$ cat config.mk
export PLATFORM = sky130hd
export DESIGN_NAME = hazard_controller
export DESIGN_NICKNAME = d
export VERILOG_FILES = /design/src/rtl/hazard_controller.sv
export SDC_FILE = /design/constraint.sdc
export NUM_CORES = 1
export LEC_CHECK = 0
export BUFFER_PORTS_ARGS = -buffer_cell sky130_fd_sc_hd__buf_2
export CAP_MARGIN = 20
export CORE_ASPECT_RATIO = 0.9
export CORE_UTILIZATION = 35
export CTS_CLUSTER_DIAMETER = 200
export DETAILED_ROUTE_END_ITERATION = 16
export PLACE_DENSITY = 0.83
export SKIP_LAST_GASP = 1
export SLEW_MARGIN = 10
export SYNTH_ARGS = -nofsm -noshare
export SYNTH_HDL_FRONTEND = slang
export SYNTH_SLANG_ARGS = --single-unit
export TNS_END_PERCENT = 50
$ cat constraint.sdc
create_clock -name clk -period 2.1 [get_ports clk]
set_clock_uncertainty 0.2 [all_clocks]
set_input_delay 0.105 -clock clk [delete_from_list [all_inputs] [get_ports clk]]
set_output_delay 0.105 -clock clk [all_outputs]
set_load 0.01 [all_outputs]
$ cat src/rtl/hazard_controller.sv
// Pipeline hazard controller: stall/flush/forward generation plus a memory-wait FSM with timeout.
// Define HAZ_PERF_CNT_EN to build the stall_cycles / flush_count performance counters.
module hazard_controller #(
    parameter int MEM_TIMEOUT = 16,
    parameter int CNT_W       = 32
) (
    input  logic             clk,
    input  logic             rst_n,
    input  logic [4:0]       Rs1D,
    input  logic [4:0]       Rs2D,
    input  logic [4:0]       Rs1E,
    input  logic [4:0]       Rs2E,
    input  logic [4:0]       RdE,
    input  logic             ResultSrcE0,
    input  logic             PCSrcE,
    input  logic [4:0]       RdM,
    input  logic             RegWriteM,
    input  logic [4:0]       RdW,
    input  logic             RegWriteW,
    input  logic             MemReqM,
    input  logic             MemReadyM,
    output logic             StallF,
    output logic             StallD,
    output logic             StallE,
    output logic             StallM,
    output logic             FlushD,
    output logic             FlushE,
    output logic             FlushW,
    output logic [1:0]       ForwardAE,
    output logic [1:0]       ForwardBE,
    output logic             mem_err,
    output logic [CNT_W-1:0] stall_cycles,
    output logic [CNT_W-1:0] flush_count
);

    localparam int WCNT_W = $clog2(MEM_TIMEOUT + 1);
    localparam logic [WCNT_W-1:0] WCNT_LAST = WCNT_W'(MEM_TIMEOUT - 1);

    typedef enum logic [1:0] {ST_RUN, ST_MEM_WAIT, ST_ERR} state_t;

    state_t            r_state;
    state_t            w_next_state;
    logic [WCNT_W-1:0] r_wait_cnt;
    logic [WCNT_W-1:0] w_next_cnt;
    logic              r_mem_err;
    logic              w_next_err;
    logic              w_mem_stall;
    logic              w_lw_stall;

    assign w_mem_stall = MemReqM && !MemReadyM && (r_state != ST_ERR);
    assign w_lw_stall  = ResultSrcE0 && (RdE != 5'd0) && ((RdE == Rs1D) || (RdE == Rs2D));

    // NOTE: state is updated with non-blocking assignments so every register samples pre-edge values.
    always_ff @(posedge clk) begin
        if (!rst_n) begin
            r_state    <= ST_RUN;
            r_wait_cnt <= '0;
            r_mem_err  <= 1'b0;
        end else begin
            r_state    <= w_next_state;
            r_wait_cnt <= w_next_cnt;
            r_mem_err  <= w_next_err;
        end
    end

    // NOTE: every comb output gets a default first so no path leaves it unassigned (no latch).
    always_comb begin
        w_next_state = r_state;
        w_next_cnt   = r_wait_cnt;
        w_next_err   = r_mem_err;
        case (r_state)
            ST_RUN: begin
                if (w_mem_stall) begin
                    w_next_state = ST_MEM_WAIT;
                    w_next_cnt   = WCNT_W'(1);
                end
            end
            ST_MEM_WAIT: begin
                if (MemReadyM || !MemReqM) begin
                    w_next_state = ST_RUN;
                    w_next_cnt   = '0;
                end else if (r_wait_cnt == WCNT_LAST) begin
                    w_next_state = ST_ERR;
                    w_next_err   = 1'b1;
                end else begin
                    w_next_cnt = r_wait_cnt + WCNT_W'(1);
                end
            end
            ST_ERR:  ;
            default: w_next_state = ST_RUN;
        endcase
    end

    // A memory wait freezes E, so a taken branch there is simply re-presented once the wait ends.
    always_comb begin
        StallF = 1'b0;
        StallD = 1'b0;
        StallE = 1'b0;
        StallM = 1'b0;
        FlushD = 1'b0;
        FlushE = 1'b0;
        FlushW = 1'b0;
        if (!rst_n) begin
            FlushD = 1'b1;
            FlushE = 1'b1;
            FlushW = 1'b1;
        end else if (r_state == ST_ERR) begin
            StallF = 1'b1;
            StallD = 1'b1;
            StallE = 1'b1;
            StallM = 1'b1;
        end else if (w_mem_stall) begin
            StallF = 1'b1;
            StallD = 1'b1;
            StallE = 1'b1;
            StallM = 1'b1;
            FlushW = 1'b1;
        end else if (PCSrcE) begin
            FlushD = 1'b1;
            FlushE = 1'b1;
        end else if (w_lw_stall) begin
            StallF = 1'b1;
            StallD = 1'b1;
            FlushE = 1'b1;
        end
    end

    always_comb begin
        ForwardAE = 2'b00;
        ForwardBE = 2'b00;
        if (rst_n) begin
            if (RegWriteM && (RdM != 5'd0) && (RdM == Rs1E))      ForwardAE = 2'b10;
            else if (RegWriteW && (RdW != 5'd0) && (RdW == Rs1E)) ForwardAE = 2'b01;
            if (RegWriteM && (RdM != 5'd0) && (RdM == Rs2E))      ForwardBE = 2'b10;
            else if (RegWriteW && (RdW != 5'd0) && (RdW == Rs2E)) ForwardBE = 2'b01;
        end
    end

    assign mem_err = r_mem_err && rst_n;

`ifdef HAZ_PERF_CNT_EN
    logic [CNT_W-1:0] r_stall_cycles;
    logic [CNT_W-1:0] r_flush_count;

    always_ff @(posedge clk) begin
        if (!rst_n) begin
            r_stall_cycles <= '0;
            r_flush_count  <= '0;
        end else begin
            if (StallF)           r_stall_cycles <= r_stall_cycles + CNT_W'(1);
            if (FlushD || FlushE) r_flush_count  <= r_flush_count + CNT_W'(1);
        end
    end

    assign stall_cycles = r_stall_cycles;
    assign flush_count  = r_flush_count;
`else
    assign stall_cycles = '0;
    assign flush_count  = '0;
`endif

endmodule

==> flow_metrics.tcl, run 1 <==
set metrics [dict create \
    finalSetupTns_ns 0 \
    firstDrtPassIters 6 \
    ys_async_sr_fraction_pct 0 \
    cts_root_buf "clkbuf_8" \
    place.gp.congestion 0.804 \
    layout_common_cells "conb_1 (64), buf_2 (54), xor2_1 (25), xnor2_1 (7), dfxtp_1 (7)" \
    rsz0062_at_grt "no" \
    holdBufCountCts 0 \
    overflow 0 \
    row_count 21 \
    start_kind "flip-flop" \
    detail_route.vias_per_cell 4.11 \
    drt_iter0_markers 25 \
    critPathKind "flip-flop to flip-flop" \
    timing.final.max_slew_violations 0 \
    grt_max_degree 15 \
    r2r-start "r_wait_cnt[0]" \
    cts-htree-levels 1 \
    placed_area_um2 1450 \
    status "completed" \
    io_buffers 54 \
    drc 0 \
    holdWs_ns 0.0401 \
    drv_cap 0 \
    finalSetupViolCount 0 \
    syn_area_per_cell_um2 7.81 \
    end_kind "flip-flop" \
    routed-via-count 1138 \
    crit_required_ns 2.06 \
    power.density_nw_per_um2 374 \
    diodes 0 \
    path_clk_slew_ns 0.04 \
    post_drt_wl_per_cell_um 9.62 \
    grt_pass1_vias 891 \
    r2r_setup_slack_ns 0.09 \
    die_area_um2 4160 \
    timing.fmax_mhz 497 \
    dp_hpwl_mm 2.23 \
    core_area_um2 3730 \
    min_delay_path_depth 2 \
    yosys_warnings 0 \
    die_x_um 67.9 \
    nets 278 \
    routed_wl_mm 2.67 \
    synth.distinct_cells 35 \
    hold_end "r_state[1]" \
    tritoncts "yes" \
    syn_area_um2 1370 \
    hold_violations 0 \
    post-place-ws_ns 0.0112 \
    chipHeight_um 61.3 \
    start_util_pct 36.6 \
    ys_seq_area_share_pct 11.7 \
    hold_path_class "primary input to flip-flop" \
    fin_crit_sh_pct 95.9 \
    p_leak_nw 0.776 \
    track_usage_pct 12.2 \
    layout.cells.non_filler 277 \
    layout-drive-gt1-share_pct 29.9 \
    dp_cells 273 \
    cts_made_buffers 3 \
    rr_worst_depth 7 \
    ctsLongestPathBuffers 2 \
    path_max_fanout 5 \
    timing.final.ws_setup_ns 0.0870 \
    ant_nets 0 \
    r2r-end "r_wait_cnt[1]" \
    cts_sinks 8 \
    fin_area_um2 1500 \
    crit_start "r_wait_cnt[0]" \
    arrival_ns 1.98 \
    peakVddDrop_mv 0.160 \
    synth_edf_count 0 \
    hp-start "rst_n" \
    ys.flop_type "dfxtp_1" \
    syn_inst 175 \
    grt_first_pass_wirelength_mm 3.75 \
    period_needed_ns 2.01 \
    fin_util_pct 40.3 \
    total_power_mw 0.562 \
    grt_antenna_before_repair 0 \
    io_pins 119 \
    syn_to_final_growth_pct 10.1 \
    final_common_cell "conb_1" \
    ys_ff_latch 8 \
    clock_latency_ns 0.24 \
]
[sequential cells by signal (all words and copies together) (netlist names)]
register	flops
r_wait_cnt	5
r_state	2
r_mem_err	1
[routing by layer]
| layer | vias to the layer above | global-route usage (%) | share of wire [%] |
|---|---|---|---|
| met1 | 503 | 13.9 | 37 |
| met4 | 0 | 4.46 | 0.79 |
| met2 | 68 | 22.8 | 55 |
| met3 | 2 | 2.41 | 7.1 |
| li1 | 565 | - | - |
| met5 | - | 0 | 0 |
[repair_timing]
item / CTS / global route
buffers inserted: 1 / 0
setup endpoints to repair: 2 / 3
pin swaps: 1 / 4
gates resized for setup: 0 / 5
[power breakdown]
group	total [mW]	internal, mW	switching (mW)	leakage (nW)
Clock	0.193	0.125	0.0681	0.0216
Sequential	0.157	0.155	0.00200	0.0651
Combinational	0.212	0.0791	0.133	0.689
[worst max-delay path by stage]
stage	end	slack, ns	cells past startpoint
floorplan	r_wait_cnt[1]	0.14	7
global placement	r_wait_cnt[1]	0.13	7
detailed placement	r_wait_cnt[1]	0.01	7
CTS	r_wait_cnt[1]	0.008	7
global route	r_wait_cnt[1]	0.01	7
finish	r_wait_cnt[1]	0.09	7
[logic make-up after synthesis]
group	Yosys count	synth area share (%)
compound gates	20	9.61
other cells	1	0.274
buf+inv	74	38.6
xor+xnor	32	20.5
simple gates	38	17.5
flops	8	11.7
fa+ha+maj	2	1.83
[critical path: stages, from the launching register on]
cell and delay, ns:
dfxtp_2 0.33, ha_2 0.18, and3_1 0.20, ha_2 0.19, nand4b_1 0.11, o211ai_1 0.18
or3_1 0.41, a21boi_1 0.13
[cells in the mapped netlist (5+ instances only)]
library cell  number  share of area, %
buf_4             66                36
dfxtp_1            8                12
inv_1              6               1.6
nand2_1            5               1.4
o21ai_0            5               1.8
or4_1              5               2.7
xnor2_1            7               4.5
xor2_1            25                16
[layout make-up]
| type | count | area [um^2] |
|---|---|---|
| inverters | 6 | 22.5 |
| well taps | 46 | 57.6 |
| fillers | 399 | 2230 |
| repair buffers | 58 | 300 |
| multi-input cells | 156 | 921 |
| clock buffers | 3 | 41.3 |
| flip-flops and latches | 8 | 161 |
Power figures use the tool's default switching activity.
==> run 2, diff against run 1 <==
Settings changed: BUFFER_PORTS_ARGS -buffer_cell sky130_fd_sc_hd__buf_2 to not set, DONT_BUFFER_PORTS set to 1, PLACE_DENSITY 0.83 to 0.56.
==> run 2 against run 1 <==
Effect of this change: utilization fell by 6.0 points; die area did not move; combinational power fell by 29%; hold slack improved by 0.052 ns; final cell count fell by 17%; critical path type unchanged; largest cell class unchanged.
==> flow_metrics.tcl, run 2 (synthesis results as in run 1) <==
set metrics [dict create \
    diodes 0 \
    grt_pass1_vias 804 \
    hp-start "MemReqM" \
    final_common_cell "conb_1" \
    core_area_um2 3730 \
    nets 230 \
    arrival_ns 1.97 \
    routed-via-count 969 \
    crit_required_ns 2.05 \
    layout_common_cells "conb_1 (64), xor2_1 (25), buf_4 (8), xnor2_1 (7), dfxtp_1 (7)" \
    drc 0 \
    critPathKind "flip-flop to flip-flop" \
    power.density_nw_per_um2 389 \
    status "completed" \
    placed_area_um2 1190 \
    detail_route.vias_per_cell 4.23 \
    worst_path_largest_cell_delay_ns 0.39 \
    path_max_fanout 5 \
    total_power_mw 0.497 \
    top_register "r_wait_cnt" \
    largest_reg_flops 5 \
    fin_area_um2 1280 \
    io_pins 119 \
    start_kind "flip-flop" \
    place.gp.congestion 0.777 \
    dp_cells 221 \
    routed_wl_mm 2.44 \
    grt_antenna_before_repair 0 \
    dp_hpwl_mm 2.08 \
    finalSetupViolCount 0 \
    clock_latency_ns 0.23 \
    drv_cap 0 \
    path_clk_slew_ns 0.05 \
    crit_chain "ha_1, and3_1, ha_1, nand4b_1, o211ai_1, or3_1, a21boi_1" \
    timing.fmax_mhz 496 \
    top_regs "r_wait_cnt (5), r_state (2), r_mem_err (1)" \
    die_area_um2 4160 \
    cts_made_buffers 3 \
    timing.final.max_slew_violations 0 \
    end_kind "flip-flop" \
    crit_start "r_wait_cnt[0]" \
    r2r-start "r_wait_cnt[0]" \
    layout.cells.non_filler 229 \
    p_leak_nw 0.583 \
    ctsLongestPathBuffers 2 \
    drt_iter0_markers 50 \
    chipHeight_um 61.3 \
    overflow 0 \
    finalSetupTns_ns 0 \
    cts-htree-levels 1 \
    start_util_pct 36.6 \
    peakVddDrop_mv 0.212 \
    fin_crit_sh_pct 96.0 \
    fin_util_pct 34.3 \
    tritoncts "yes" \
    post_drt_wl_per_cell_um 10.7 \
    row_count 21 \
    track_usage_pct 11.5 \
    syn_to_final_growth_pct -6.41 \
    ant_nets 0 \
    firstDrtPassIters 4 \
    cts_root_buf "clkbuf_8" \
    grt_max_degree 11 \
    grt_first_pass_wirelength_mm 3.64 \
    post-place-ws_ns -0.0105 \
    die_x_um 67.9 \
    crit_top_cell "ha_1" \
    critPathSlowestCell "or3_1" \
    cts_sinks 8 \
    hold_path_class "primary input to flip-flop" \
    io_buffers 0 \
    holdWs_ns 0.0925 \
    layout-drive-gt1-share_pct 9.29 \
    hold_violations 0 \
    period_needed_ns 2.02 \
    timing.final.ws_setup_ns 0.0844 \
]
run 2: changes by cell type in the layout (fill, tap and decap cells not counted):
cell,previous run,this run
buf_4,4,8
ha_1,0,2
buf_2,54,0
dlygate4sd3_1,0,2
ha_2,2,0
run 2: area by class of cell:
class,count,area (um^2)
repair buffers,10,80.1
inverters,6,22.5
multi-input cells,156,916
clock buffers,3,41.3
flip-flops and latches,8,161
fillers,423,2450
well taps,46,57.6
run 2: power breakdown:
part	leakage (nW)	total [mW]	internal, mW	switching [mW]
Sequential	0.0651	0.157	0.155	0.00209
Clock	0.0216	0.190	0.125	0.0657
Combinational	0.497	0.150	0.0536	0.0964
Total	0.583	0.497	0.333	0.164
run 2: timing repair:
action / in CTS / in global routing
gates resized for setup: 0 / 3
endpoints found under the setup margin: 1 / 3
buffers inserted: 1 / 2
hold buffers: 2 / 0
pin swaps: 1 / 5
endpoints found under the hold margin: 8 / 0
run 2: path summary, 6_finish.rpt:
kind / slack, ns / endpoint / cells after the start
setup reg to reg: 0.08 / r_wait_cnt[1] / 7
hold reg to reg: 0.25 / r_wait_cnt[4] / 2
setup / recovery: 0.08 / r_wait_cnt[1] / 7
hold / removal: 0.09 / r_wait_cnt[4] / 4
run 2: per-layer routing:
layer	wire length (um)	GRT usage [%]
met1	1010	14.9
met5	0	0
met4	0	0.893
met2	1210	19.4
met3	225	3.70
run 2: critical path, delay by kind of cell (launching register included):
kind,cells,cell delay [ns]
AOI/OAI and AO/OA,2,0.30
adders and majority gates,2,0.40
DFF,1,0.34
and+or+nand+nor,3,0.69
==> run 3, diff against run 2 <==
Settings changed: CELL_PAD_IN_SITES_DETAIL_PLACEMENT set to 1, CELL_PAD_IN_SITES_GLOBAL_PLACEMENT set to 2, CORE_ASPECT_RATIO 0.9 to 0.75, CORE_UTILIZATION 35 to 27, PLACE_DENSITY 0.56 to 0.79, SKIP_LAST_GASP 1 to not set.
==> run 3 against run 2 <==
Effect of this change: critical path depth did not move; setup slack improved by 0.040 ns; sequential share of layout area rose by 0.16 points; die area rose by 29%; highest routed layer is now met4; maximum frequency rose by 2.0%; the flow now finishes with violations (design-rule violations, negative hold slack); register-to-register slack improved by 0.04 ns; combinational power barely moved.
==> flow_metrics.tcl, run 3 (synthesis results as in run 1) <==
set metrics [dict create \
    timing.final.max_slew_violations 0 \
    overflow 0 \
    clock_latency_ns 0.23 \
    fin_area_um2 1280 \
    fin_crit_sh_pct 94.1 \
    status "complete, but fails checks" \
    dp_cells 235 \
    critPathSlowestCell "or3_1" \
    top_regs "r_wait_cnt (5), r_state (2), r_mem_err (1)" \
    nets 227 \
    critPathKind "flip-flop to flip-flop" \
    start_util_pct 28.0 \
    cts_root_buf "clkbuf_8" \
    grt_first_pass_wirelength_mm 4.51 \
    crit_required_ns 2.06 \
    fin_util_pct 26.3 \
    detail_route.vias_per_cell 4.03 \
    hold_violations 2 \
    placed_area_um2 1210 \
    die_x_um 84.1 \
    grt_pass1_vias 926 \
    top_register "r_wait_cnt" \
    post_drt_wl_per_cell_um 11.7 \
    drt_iter0_markers 28 \
    peakVddDrop_mv 0.139 \
    hold_path_class "primary input to flip-flop" \
    timing.final.ws_setup_ns 0.124 \
    finalSetupTns_ns 0 \
    arrival_ns 1.94 \
    path_max_fanout 6 \
    core_area_um2 4870 \
    chipHeight_um 63.6 \
    rsz0062_at_grt "no" \
    track_usage_pct 10.4 \
    grt_antenna_before_repair 0 \
    start_kind "flip-flop" \
    io_pins 119 \
    post-place-ws_ns 0.0151 \
    cts-htree-levels 1 \
    routed-via-count 967 \
    crit_chain "ha_2, and3_1, ha_2, nand4b_1, o211ai_1, or3_1, a21boi_1" \
    end_kind "flip-flop" \
    timing.fmax_mhz 506 \
    io_buffers 0 \
    dp_hpwl_mm 2.40 \
    period_needed_ns 1.98 \
    drc 22 \
    drv_cap 0 \
    worst_path_largest_cell_delay_ns 0.41 \
    row_count 22 \
    r2r_setup_slack_ns 0.12 \
    layout.cells.non_filler 240 \
    place.gp.congestion 0.754 \
    die_area_um2 5350 \
    n_fill_cell 621 \
    tritoncts "yes" \
    largest_reg_flops 5 \
    cts_made_buffers 3 \
    ctsLongestPathBuffers 2 \
    holdWs_ns -0.0127 \
    syn_to_final_growth_pct -6.14 \
    routed_wl_mm 2.80 \
    power.density_nw_per_um2 384 \
    layout-drive-gt1-share_pct 10.0 \
    layout_common_cells "conb_1 (64), xor2_1 (25), xnor2_1 (7), dfxtp_1 (7)" \
    path_delay_family "simple AND/OR/NAND/NOR gates" \
    firstDrtPassIters 10 \
    grt_max_degree 11 \
    path_clk_slew_ns 0.04 \
    diodes 0 \
    crit_top_cell "ha_2" \
    final_common_cell "conb_1" \
    ant_nets 0 \
    violations "design-rule violations, negative hold slack" \
    finalSetupViolCount 0 \
    p_leak_nw 0.567 \
    cts_sinks 8 \
    cp_num_buf_inv 0 \
]
==> run 3: area by class of cell <==
type / instances / area, um^2 / area share, %
Timing Repair Buffer: 7 / 55.1 / 4.29
Tap cell: 60 / 75.1 / 5.85
Sequential cell: 8 / 164 / 12.8
Inverter: 6 / 22.5 / 1.76
Multi-Input combinational cell: 156 / 925 / 72.1
Clock buffer: 3 / 41.3 / 3.22
==> run 3: routing by layer <==
metal	vias to the layer above	routed length (um)	global-route usage, %
met2	58	1290	16.9
met4	0	16	1.94
met3	2	300	3.67
met5	-	0	0
li1	463	-	-
met1	444	1190	13.5
==> run 3: worst paths after layout <==
kind,startpoint,end,cells after the start
setup / recovery,r_wait_cnt[0],r_wait_cnt[1],7
hold / removal,MemReadyM,r_wait_cnt[1],4
hold reg to reg,r_wait_cnt[4],r_wait_cnt[4],2
setup reg to reg,r_wait_cnt[0],r_wait_cnt[1],7
==> run 3: what timing repair did <==
action	in CTS	in global routing
hold endpoints to repair	8	0
endpoints found under the setup margin	1	3
gates resized for setup	0	7
setup buffers	0	1
cloned	0	0
hold buffers	1	0
pin swaps	1	5
==> run 3: per-stage QoR <==
step	power, mW	hold WS [ns]
CTS	0.493	0.00326
global route	0.529	0.0191
finish	0.493	-0.0127
detailed placement	0.303	0.0456
global placement	0.300	0.0424
floorplan	0.376	0.0769
==> run 3: where the power goes <==
part	internal [mW]	leakage [nW]	switching, mW
registers	0.154	0.0654	0.00144
clock network	0.124	0.0216	0.0597
logic	0.0510	0.480	0.102
==> run 3: worst min-delay path, stage by stage <==
cell	delay, ns
nor3b_1	0.04
nand2_1	0.08
or3_1	0.10
a21boi_1	0.05
